File: src/rtl/screen_scanner_pkg.sv
// Shared screen geometry, scanner state encoding and request word layout.
package screen_scanner_pkg;

  localparam int SCREEN_W    = 320;
  localparam int SCREEN_H    = 240;
  localparam int PIX_LATENCY = 2;
  localparam int XW          = 9;
  localparam int YW          = 8;

  typedef enum logic [1:0] {
    IDLE  = 2'd0,
    SCAN  = 2'd1,
    DRAIN = 2'd2,
    DONE  = 2'd3
  } scan_state_t;

  typedef struct packed {
    logic          vld;
    logic [XW-1:0] x;
    logic [YW-1:0] y;
  } pix_req_t;

endpackage

File: src/rtl/scan_delay.sv
// Delays a pixel request word by DEPTH cycles (DEPTH=0 is a wire).
// No backpressure; reset clears every stage so nothing emerges afterwards.
module scan_delay
  import screen_scanner_pkg::*;
#(
  parameter int DEPTH = PIX_LATENCY
) (
  input  logic     Clock,
  input  logic     Reset,
  input  pix_req_t din,
  output pix_req_t dout
);

  generate
    if (DEPTH == 0) begin : g_wire
      assign dout = din;
    end else begin : g_pipe
      pix_req_t pipe [DEPTH];

      always_ff @(posedge Clock) begin
        if (Reset) begin
          for (int i = 0; i < DEPTH; i++) pipe[i] <= '0;
        end else begin
          pipe[0] <= din;
          for (int i = 1; i < DEPTH; i++) pipe[i] <= pipe[i-1];
        end
      end

      assign dout = pipe[DEPTH-1];
    end
  endgenerate

endmodule

File: src/rtl/screen_scanner.sv
// Raster-scans a pixel responder and replays its answers as framebuffer plots.
// Plot trails the request by LATENCY cycles; no backpressure, one pixel per cycle.
module screen_scanner
  import screen_scanner_pkg::*;
#(
  parameter int         WIDTH   = SCREEN_W,
  parameter int         HEIGHT  = SCREEN_H,
  parameter int         LATENCY = PIX_LATENCY,
  parameter logic [2:0] FG      = 3'b111,
  parameter logic [2:0] BG      = 3'b000
) (
  input  logic          Clock,
  input  logic          Reset,
  input  logic          Start,
  input  logic          Continuous,
  output logic [XW-1:0] VGAx,
  output logic [YW-1:0] VGAy,
  input  logic          VGAcol,
  output logic [XW-1:0] PlotX,
  output logic [YW-1:0] PlotY,
  output logic [2:0]    PlotCol,
  output logic          Plot,
  output logic          Busy,
  output logic          FrameDone,
  output logic [7:0]    FrameCount
);

  localparam int            DW         = (LATENCY > 1) ? $clog2(LATENCY) : 1;
  localparam logic [XW-1:0] X_LAST     = XW'(WIDTH - 1);
  localparam logic [YW-1:0] Y_LAST     = YW'(HEIGHT - 1);
  localparam logic [DW-1:0] DRAIN_LAST = DW'(LATENCY - 1);

  scan_state_t   state, state_nxt;
  logic [XW-1:0] x_cnt;
  logic [YW-1:0] y_cnt;
  logic [DW-1:0] drain_cnt;
  logic [7:0]    frame_cnt;
  logic          last_px;
  pix_req_t      req, emerge;

  assign last_px = (x_cnt == X_LAST) && (y_cnt == Y_LAST);

  always_comb begin
    state_nxt = state;
    case (state)
      IDLE:    if (Start) state_nxt = SCAN;
      SCAN:    if (last_px) state_nxt = (LATENCY == 0) ? DONE : DRAIN;
      DRAIN:   if (drain_cnt == DRAIN_LAST) state_nxt = DONE;
      DONE:    state_nxt = Continuous ? SCAN : IDLE;
      default: state_nxt = IDLE;
    endcase
  end

  // Counters wrap back to 0 on the last pixel, so they rest at 0 outside SCAN.
  always_ff @(posedge Clock) begin
    if (Reset) begin
      state     <= IDLE;
      x_cnt     <= '0;
      y_cnt     <= '0;
      drain_cnt <= '0;
      frame_cnt <= '0;
    end else begin
      state     <= state_nxt;
      drain_cnt <= (state == DRAIN) ? drain_cnt + 1'b1 : '0;
      if (state == SCAN) begin
        if (x_cnt == X_LAST) begin
          x_cnt <= '0;
          y_cnt <= (y_cnt == Y_LAST) ? '0 : y_cnt + 1'b1;
        end else begin
          x_cnt <= x_cnt + 1'b1;
        end
      end
      if (state == DONE) frame_cnt <= frame_cnt + 1'b1;
    end
  end

  assign req.vld = (state == SCAN);
  assign req.x   = x_cnt;
  assign req.y   = y_cnt;

  scan_delay #(.DEPTH(LATENCY)) u_delay (
    .Clock (Clock),
    .Reset (Reset),
    .din   (req),
    .dout  (emerge)
  );

  assign VGAx       = x_cnt;
  assign VGAy       = y_cnt;
  assign Plot       = emerge.vld;
  assign PlotX      = emerge.x;
  assign PlotY      = emerge.y;
  assign PlotCol    = !emerge.vld ? 3'b000 : (VGAcol ? FG : BG);
  assign Busy       = (state == SCAN) || (state == DRAIN);
  assign FrameDone  = (state == DONE);
  assign FrameCount = frame_cnt;

endmodule

File: config.mk
export PLATFORM = sky130hd
export DESIGN_NAME = screen_scanner
export DESIGN_NICKNAME = d
export VERILOG_FILES = /design/src/rtl/screen_scanner_pkg.sv /design/src/rtl/scan_delay.sv /design/src/rtl/screen_scanner.sv
export SDC_FILE = /design/constraint.sdc
export NUM_CORES = 1
export LEC_CHECK = 0
export ABC_AREA = 1
export BUFFER_PORTS_ARGS = -buffer_cell sky130_fd_sc_hd__buf_2
export CORE_MARGIN = 2
export CORE_UTILIZATION = 40
export DETAILED_ROUTE_END_ITERATION = 8
export GPL_TIMING_DRIVEN = 0
export PLACE_DENSITY = 0.63
export SYNTH_ARGS = -nofsm -noshare
export SYNTH_HDL_FRONTEND = slang
export SYNTH_SLANG_ARGS = --single-unit
File: constraint.sdc
create_clock -name Clock -period 2 [get_ports Clock]
set_input_delay 0.2 -clock Clock [delete_from_list [all_inputs] [get_ports Clock]]
set_output_delay 0.2 -clock Clock [all_outputs]
set_load 0.02 [all_outputs]
==> metrics.yaml, run 1 <==
synthFlopType: "dfxtp_1"
synth_area_leaders: "dfxtp_1 47%, buf_4 10%, nor2_1 8.5%"
core_um2: 6460
cts_post_setup_buffers_inserted: 0
drc: 0
crit_family: "simple AND/OR/NAND/NOR gates"
setup.worst_path.end_class: "flip-flop"
grt_use_total: 0.134
port_buffers: 51
fin_skew_ns: 0.00764
fin_cells: 494
hold_buffers: 0
drt_first_pass_iters: 4
htree_levels: 3
dpl_worst_slack_ns: 0.391
tightest_slew_ns: 0.549
ys_types: 30
cts_tree: "built"
cpPeakStageDelay_ns: 0.43
path_buf_inv: 2
syn_inst: 350
grt_pass1_wl_um: 7850
crit_path_cell_trace: "ha_1 -> inv_2 -> nor3_4 -> nand3_1 -> inv_1 -> nand3_1 -> nand2_1 -> nor2_1"
antennaDiodeCount: 0
syn_area_per_cell_um2: 7.74
drtIter0Drc: 76
syn2layout_area_growth_pct: 19.9
initial_utilization: 0.419
final_hold_viol_count: 0
postRouteAntennaNets: 0
cp_data_required_time_ns: 2.20
switching_power_mw: 0.851
powerDensity_nw_per_um2: 911
placedInstanceArea_um2: 3060
cts_num_sinks: 64
num-nets-final: 424
insertion_delay_ns: 0.33
die_y_um: 86.3
antenna_found_initial: 0
die_x_um: 86.3
yosysSeqAreaShare: 0.473
grt_pass1_vias: 1773
setup_violations: 0
power.leakage_nw: 1.63
grt_overflow: 0
seqPwrFrac: 0.475
switching_share: 0.288
design_area_um2: 3250
arrival_ns: 1.80
max-cap-violations: 0
cpMaxStageDelayCell: "dfxtp_1"
drv_slew: 0
min_period_ns: 1.61
cp-start-kind: "flip-flop"
cp_common_cell: "nand3_1"
hpwlAfterDp_um: 3440
status: "completed"
worst_slack_ns: 0.395
synth_top_cell_by_area: "dfxtp_1"
std_cell_rows: 29
min_path_type: "in -> reg"
io_pins: 53
rsz0062_at_grt: "no"
synth_top_area_frac: 0.473
vdd_drop_max_mv: 0.805
die-area_um2: 7450
total_power_mw: 2.96
fin_util: 0.503
wire_per_inst_um: 9.40
synth_enable_flop_cells: 0
drt-total-wl_um: 4650
routed-via-count: 2079
ys_async_sr_fraction: 0
holdWs_ns: 0.179
viasPerCell: 4.21
clk_pin_slew_ns: 0.07
cts_max_path_buffers: 2
fmax_mhz: 623
synth_nets: 362
tns_ns: 0
dp.cells: 478
p_int_mw: 2.11
ys_ff_latch: 64
layout_commonest_cell: "dfxtp_1"
clock-root-buffer: "clkbuf_8"
relSlewSlack: 0.634
grt_max_degree: 12
synthesis.area_um2: 2710
final_cell_mix: "64 x dfxtp_1, 61 x nor2_1, 59 x inv_1"
yosysWarnings: 0
clockPowerShare: 0.350
ctsResizeCount: 0
crit_type: "reg -> reg"
cts_made_buffers: 9
cp_max_fo: 6
place.gp.congestion: 0.864
drive_gt1_frac: 0.283
power.share.combinational: 0.175
post-route-period-util: 0.803
[routing by layer]
metal,share of wire,wire (µm),track usage
met1,0.51,2370,0.178
met2,0.42,1960,0.199
met3,0.053,247,0.0400
met4,0.016,75,0.0682
met5,0,0,0
[worst paths after layout]
path / startpoint / end / slack, ns / cells after the start
worst max-delay path: state[0]$_SDFFE_PP0P_ / VGAx[7]$_SDFFE_PP0N_ / 0.39 / 8
worst min-delay path: Reset / u_delay.g_pipe.pipe[0][9]$_SDFF_PP0_ / 0.18 / 2
worst min register to register: u_delay.g_pipe.pipe[0][6]$_SDFF_PP0_ / u_delay.g_pipe.pipe[0][24]$_SDFF_PP0_ / 0.40 / 2
worst max register to register: state[0]$_SDFFE_PP0P_ / VGAx[7]$_SDFFE_PP0N_ / 0.39 / 8
[kinds of logic after synthesis]
group / Yosys count / share of synthesized area
flops: 64 / 0.473
simple gates: 147 / 0.242
compound gates: 27 / 0.0545
buf+inv: 104 / 0.195
fa+ha+maj: 7 / 0.0323
xor+xnor: 1 / 0.00323
[sequential cells by signal (all words and copies together) (netlist names)]
| name | flops |
|---|---|
| FrameCount | 8 |
| VGAx | 9 |
| VGAy | 8 |
| drain_cnt | 1 |
| state | 2 |
| u_delay.g_pipe.pipe | 36 |
[power by group through the flow]
| stage | Combinational [mW] | Sequential (mW) | Clock [mW] |
|---|---|---|---|
| after floorplan | 0.405 | 1.43 | 0 |
| after global placement | 0.516 | 1.43 | 0 |
| after detailed placement | 0.524 | 1.43 | 0 |
| after CTS | 0.526 | 1.41 | 1.07 |
| after global routing | 0.592 | 1.42 | 1.13 |
| final | 0.519 | 1.40 | 1.04 |
[final cells by class]
type                       instances  area, µm²
tap                               77       96.3
multi-input combinational        182        900
timing repair buffer              51        255
buffer                            42        295
inverter                          62        233
clock buffer                      10        128
sequential                        64       1280
clock inverter                     6       60.1
fill                             650       3210
[Yosys cell counts (all sizes together), types with 4 or more instances]
library cell and n:
a21oi 12, buf 38, clkbuf 4, dfxtp 64, ha 7, inv 62, nand2 55, nand3 16
nor2 66, nor3 7, o21ai 10
Power figures use the tool's default switching activity.
==> run 2: changes to the inputs <==
==> constraint.sdc (replaced) <==
create_clock -name Clock -period 1.5 [get_ports Clock]
set_input_delay 0.15 -clock Clock [delete_from_list [all_inputs] [get_ports Clock]]
set_output_delay 0.15 -clock Clock [all_outputs]
set_load 0.02 [all_outputs]
==> run 2 against run 1 <==
  * Utilization increased by 1.4 points
  * Flip-flop and latch count did not move
  * Clock skew about the same
  * Register-to-register slack worse by 0.28 ns
  * Combinational power rose by 42%
==> metrics.yaml, run 2 (same netlist as run 1, synthesis figures left out) <==
postRouteAntennaNets: 0  # unchanged
fmax_mhz: 705
rr_worst_depth: 7  # -1
cts_tree: "built"
max-cap-violations: 0  # unchanged
grt_max_degree: 11  # -1
std_cell_rows: 29  # unchanged
post-route-period-util: 0.945
total_power_mw: 3.99  # +35%
fin_cells: 497  # +0.61%
grt_pass1_wl_um: 7930  # +1.1%
min_path_type: "in -> reg"
hpwlAfterDp_um: 3410  # -1.0%
cp_data_required_time_ns: 1.35  # -0.85 ns
hold_buffers: 0  # unchanged
final_cell_mix: "58 x dfxtp_1, 58 x inv_1, 57 x nor2_1"
place.gp.congestion: 0.840  # -2.9%
largest_register_ffs: 36  # unchanged
die-area_um2: 7450  # unchanged
vdd_drop_max_mv: 0.849  # +5.4%
io_pins: 53  # unchanged
drt_first_pass_iters: 4  # unchanged
viasPerCell: 4.25  # +1.0%
arrival_ns: 1.27  # -0.53 ns
r2r-start: "VGAx[1]$_SDFFE_PP0N_"
drc: 0  # unchanged
setup_violations: 0  # unchanged
clock-root-buffer: "clkbuf_8"
routed-via-count: 2113  # +1.6%
status: "completed"
tightest_slew_ns: 0.498  # -0.0505 ns
cts_made_buffers: 9  # unchanged
core_um2: 6460  # unchanged
antenna_found_initial: 0  # unchanged
hold_end: "u_delay.g_pipe.pipe[0][9]$_SDFF_PP0_"
clk_pin_slew_ns: 0.06  # about the same
insertion_delay_ns: 0.33  # about the same
worstHoldStart: "Reset"
grt_pass1_vias: 1851  # +4.4%
wire_per_inst_um: 9.38  # -0.26%
power.leakage_nw: 1.65  # +0.71%
multi_input_area_um2: 957  # +6.4%
drv_slew: 0  # unchanged
regMostFlops: "u_delay.g_pipe.pipe"
drt-total-wl_um: 4660  # +0.34%
cp-start-kind: "flip-flop"
relSlewSlack: 0.668  # +0.0336
drtIter0Drc: 70  # -7.9%
crit_type: "reg -> out"
grt_use_total: 0.136  # +0.00166
die_y_um: 86.3  # unchanged
cts_max_path_buffers: 2  # unchanged
cp_max_fo: 6  # unchanged
cts_num_sinks: 64  # unchanged
final.fill_count: 629  # -3.2%
fin_skew_ns: 0.00781  # +0.000177 ns
r2r_end: "VGAy[1]$_SDFFE_PP0P_"
min_period_ns: 1.42
antennaDiodeCount: 0  # unchanged
dp.cells: 478  # unchanged
drive_gt1_frac: 0.326  # +0.0432
worstHoldPathCells: 2  # unchanged
htree_levels: 3  # unchanged
regArea_um2: 1290  # +0.78%
regToRegSetupSlack_ns: 0.11  # -0.28 ns
final_hold_viol_count: 0  # unchanged
syn2layout_area_growth_pct: 23.1
powerDensity_nw_per_um2: 1200  # +31%
setup.worst_path.end_class: "output port"
initial_utilization: 0.419  # unchanged
dpl_worst_slack_ns: -0.128  # -0.520 ns
num-nets-final: 427  # +0.71%
port_buffers: 51  # unchanged
die_x_um: 86.3  # unchanged
grt_overflow: 0  # unchanged
worst_slack_ns: 0.0820  # -0.313 ns
[run 2: how the worst max path moves through the flow]
stage | start | cells past startpoint | slack (ns) | to
floorplan | state[0]$_SDFFE_PP0P_ | 7 | 0.08 | FrameCount[7]$_SDFFE_PP0N_
global placement | state[0]$_SDFFE_PP0P_ | 8 | -0.09 | VGAx[7]$_SDFFE_PP0N_
detailed placement | state[0]$_SDFFE_PP0P_ | 8 | -0.13 | VGAx[7]$_SDFFE_PP0N_
CTS | VGAx[1]$_SDFFE_PP0N_ | 7 | 0.006 | VGAy[5]$_SDFFE_PP0P_
global route | VGAy[0]$_SDFFE_PP0P_ | 7 | -0.004 | VGAy[5]$_SDFFE_PP0P_
finish | state[0]$_SDFFE_PP0P_ | 3 | 0.08 | Busy
[run 2: where the power goes]
| part | internal [mW] | switching (mW) |
|---|---|---|
| logic | 0.290 | 0.446 |
| registers | 1.81 | 0.0967 |
| clock network | 0.734 | 0.606 |
[run 2: critical path: stages, from the launching register on]
cell,delay [ns]
dfxtp_4,0.40
inv_1,0.07
ha_1,0.30
buf_2,0.16
[run 2: metrics by stage]
stage / cell area (µm²) / util / hold slack, ns / TNS (ns)
after global placement: 3060 / 0.474 / 0.389 / -0.112
after CTS: 3260 / 0.505 / 0.102 / 0
after global routing: 3340 / 0.516 / 0.123 / -0.00410
after detailed placement: 3060 / 0.474 / 0.393 / -0.210
after floorplan: 2710 / - / 0.388 / 0
final: 3340 / 0.516 / 0.122 / 0
[run 2: metal layers]
layer	track usage	share of wire	wire, µm
met5	0	0	0
met3	0.0457	0.061	285
met2	0.209	0.44	2050
met4	0.0682	0.013	62
met1	0.171	0.49	2260
[run 2: timing repair]
action | 4_1_cts | 5_1_grt
resized for setup | 5 | 16
buffers inserted | 0 | 3
pin swaps | 0 | 3
setup endpoints to repair | 4 | 13
[run 2: layout make-up]
type | count | share of cell area
tap | 77 | 0.0289
multi-input combinational | 182 | 0.287
clock buffer | 14 | 0.0518
sequential | 64 | 0.387
clock inverter | 2 | 0.00375
buffer | 42 | 0.0885
timing repair buffer | 54 | 0.0833
inverter | 62 | 0.0698
==> run 3: changes to the inputs <==
==> constraint.sdc (replaced) <==
create_clock -name Clock -period 1.45 [get_ports Clock]
set_input_delay 0.145 -clock Clock [delete_from_list [all_inputs] [get_ports Clock]]
set_output_delay 0.145 -clock Clock [all_outputs]
set_load 0.02 [all_outputs]
==> run 3 against run 2 <==
  * Critical endpoint is now VGAy[5]$_SDFFE_PP0P_
  * Routed wire length up 4.8%
  * Count of clock-buffer cells in the layout is the same
  * Total power increased by 9.4%
  * Largest power group unchanged
  * First-iteration DRC count is 4.3% lower
  * Cell count is 1.0% higher
  * Via count is 2.4% higher
==> metrics.yaml, run 3 (same netlist as run 1, synthesis figures left out) <==
setup.worst_path.end_class: "flip-flop"
vdd_drop_max_mv: 0.919  # +8.3%
clk_pin_slew_ns: 0.07  # about the same
regMostFlops: "u_delay.g_pipe.pipe"
hpwlAfterDp_um: 3410  # unchanged
fmax_mhz: 717
final_cell_mix: "57 x dfxtp_1, 57 x nor2_1, 56 x inv_1"
cpMaxStageDelayCell: "dfxtp_4"
insertion_delay_ns: 0.33  # about the same
fin_skew_ns: 0.00799  # +0.000174 ns
worst_slack_ns: 0.0546  # -0.0273 ns
rsz0062_at_grt: "yes"
design_area_um2: 3460  # +3.8%
crit_path_cell_trace: "ha_4 -> nand2_2 -> nor2_4 -> nand3_4 -> buf_4 -> nand2_4 -> nand2_2 -> a21boi_1"
die_x_um: 86.3  # unchanged
min_path_type: "in -> reg"
viasPerCell: 4.31  # +1.3%
final_hold_viol_count: 0  # unchanged
drtIter0Drc: 67  # -4.3%
regToRegSetupSlack_ns: 0.05  # -0.06 ns
port_buffers: 51  # unchanged
die_y_um: 86.3  # unchanged
dp.cells: 478  # unchanged
place.gp.congestion: 0.840  # unchanged
cts_tree: "built"
tightest_slew_ns: 0.522  # +0.0243 ns
antennaDiodeCount: 0  # unchanged
die-area_um2: 7450  # unchanged
tns_ns: 0  # unchanged
grt_pass1_wl_um: 7960  # +0.43%
std_cell_rows: 29  # unchanged
arrival_ns: 1.62  # +0.35 ns
min_period_ns: 1.40
htree_levels: 3  # unchanged
dpl_worst_slack_ns: -0.178  # -0.0500 ns
initial_utilization: 0.419  # unchanged
final.fill_count: 620  # -1.4%
postRouteAntennaNets: 0  # unchanged
max-cap-violations: 0  # unchanged
largest_register_ffs: 36  # unchanged
cts_max_path_buffers: 2  # unchanged
routed-via-count: 2163  # +2.4%
post-route-period-util: 0.962
total_power_mw: 4.36  # +9.4%
clock-root-buffer: "clkbuf_8"
cpPeakStageDelay_ns: 0.37  # -0.03 ns
grt_use_total: 0.137  # +0.000802
setup_violations: 0  # unchanged
drv_slew: 0  # unchanged
powerDensity_nw_per_um2: 1260  # +5.4%
io_pins: 53  # unchanged
num-nets-final: 432  # +1.2%
grt_overflow: 0  # unchanged
syn2layout_area_growth_pct: 27.9
drt_first_pass_iters: 4  # unchanged
grt_max_degree: 11  # unchanged
wire_per_inst_um: 9.74  # +3.8%
antenna_found_initial: 0  # unchanged
cp_common_cell: "nand2_2"
placedInstanceArea_um2: 3060  # unchanged
grt_pass1_vias: 1857  # +0.32%
holdWs_ns: 0.117  # -0.00471 ns
status: "completed"
drt-total-wl_um: 4890  # +4.8%
core_um2: 6460  # unchanged
relSlewSlack: 0.652  # -0.0162
drc: 0  # unchanged
fin_util: 0.536  # +0.0198
cp_max_fo: 7  # +1
cp_data_required_time_ns: 1.67  # +0.32 ns
fin_cells: 502  # +1.0%
crit_type: "reg -> reg"
cp-start-kind: "flip-flop"
drive_gt1_frac: 0.362  # +0.0362
cts_made_buffers: 9  # unchanged
power.leakage_nw: 1.69  # +2.5%
cts_num_sinks: 64  # unchanged
run 3: cell types whose count changed in the layout (fill, tap and decap cells not counted), sizes merged:
cell,previous run,this run
buf,92,97
run 3: cell type report:
type | count | area, µm² | share of cell area
tap | 77 | 96.3 | 0.0278
inverter | 62 | 235 | 0.0679
clock buffer | 14 | 173 | 0.0499
timing repair buffer | 59 | 334 | 0.0965
multi-input combinational | 182 | 1020 | 0.294
clock inverter | 2 | 12.5 | 0.00361
buffer | 42 | 295 | 0.0853
sequential | 64 | 1300 | 0.375
run 3: layer usage:
layer | up-vias | track usage | wire length (µm)
met5 | - | 0 | 0
met4 | 0 | 0.0682 | 62
met3 | 5 | 0.0457 | 295
met2 | 53 | 0.209 | 2190
met1 | 946 | 0.173 | 2340
li1 | 1159 | - | -
run 3: where the power goes:
group,total (mW),switching (mW),internal [mW]
clock network,1.39,0.632,0.759
logic,0.964,0.535,0.429
registers,2.01,0.116,1.89
total,4.36,1.28,3.08
run 3: repair_timing:
action                                  CTS  global route
pin swaps                                 2             9
hold buffers                              0             0
buffers inserted                          1             7
resized for setup                         8            34
endpoints found under the setup margin   10            17
run 3: path summary, 6_finish.rpt:
kind / depth (start not counted) / start / endpoint
hold reg to reg: 2 / u_delay.g_pipe.pipe[0][0]$_SDFF_PP0_ / u_delay.g_pipe.pipe[0][18]$_SDFF_PP0_
setup / recovery: 8 / VGAx[1]$_SDFFE_PP0N_ / VGAy[5]$_SDFFE_PP0P_
setup reg to reg: 8 / VGAx[1]$_SDFFE_PP0N_ / VGAy[5]$_SDFFE_PP0P_
hold / removal: 2 / Reset / u_delay.g_pipe.pipe[0][9]$_SDFF_PP0_
run 3: critical path, delay by kind of cell (launching register included):
family	cells	cell delay, ns
AO/OA/AOI/OAI	1	0.13
buffers and inverters	1	0.15
AND/OR/NAND/NOR	5	0.48
adder cells (fa/ha/maj)	1	0.16
flip-flops	1	0.37
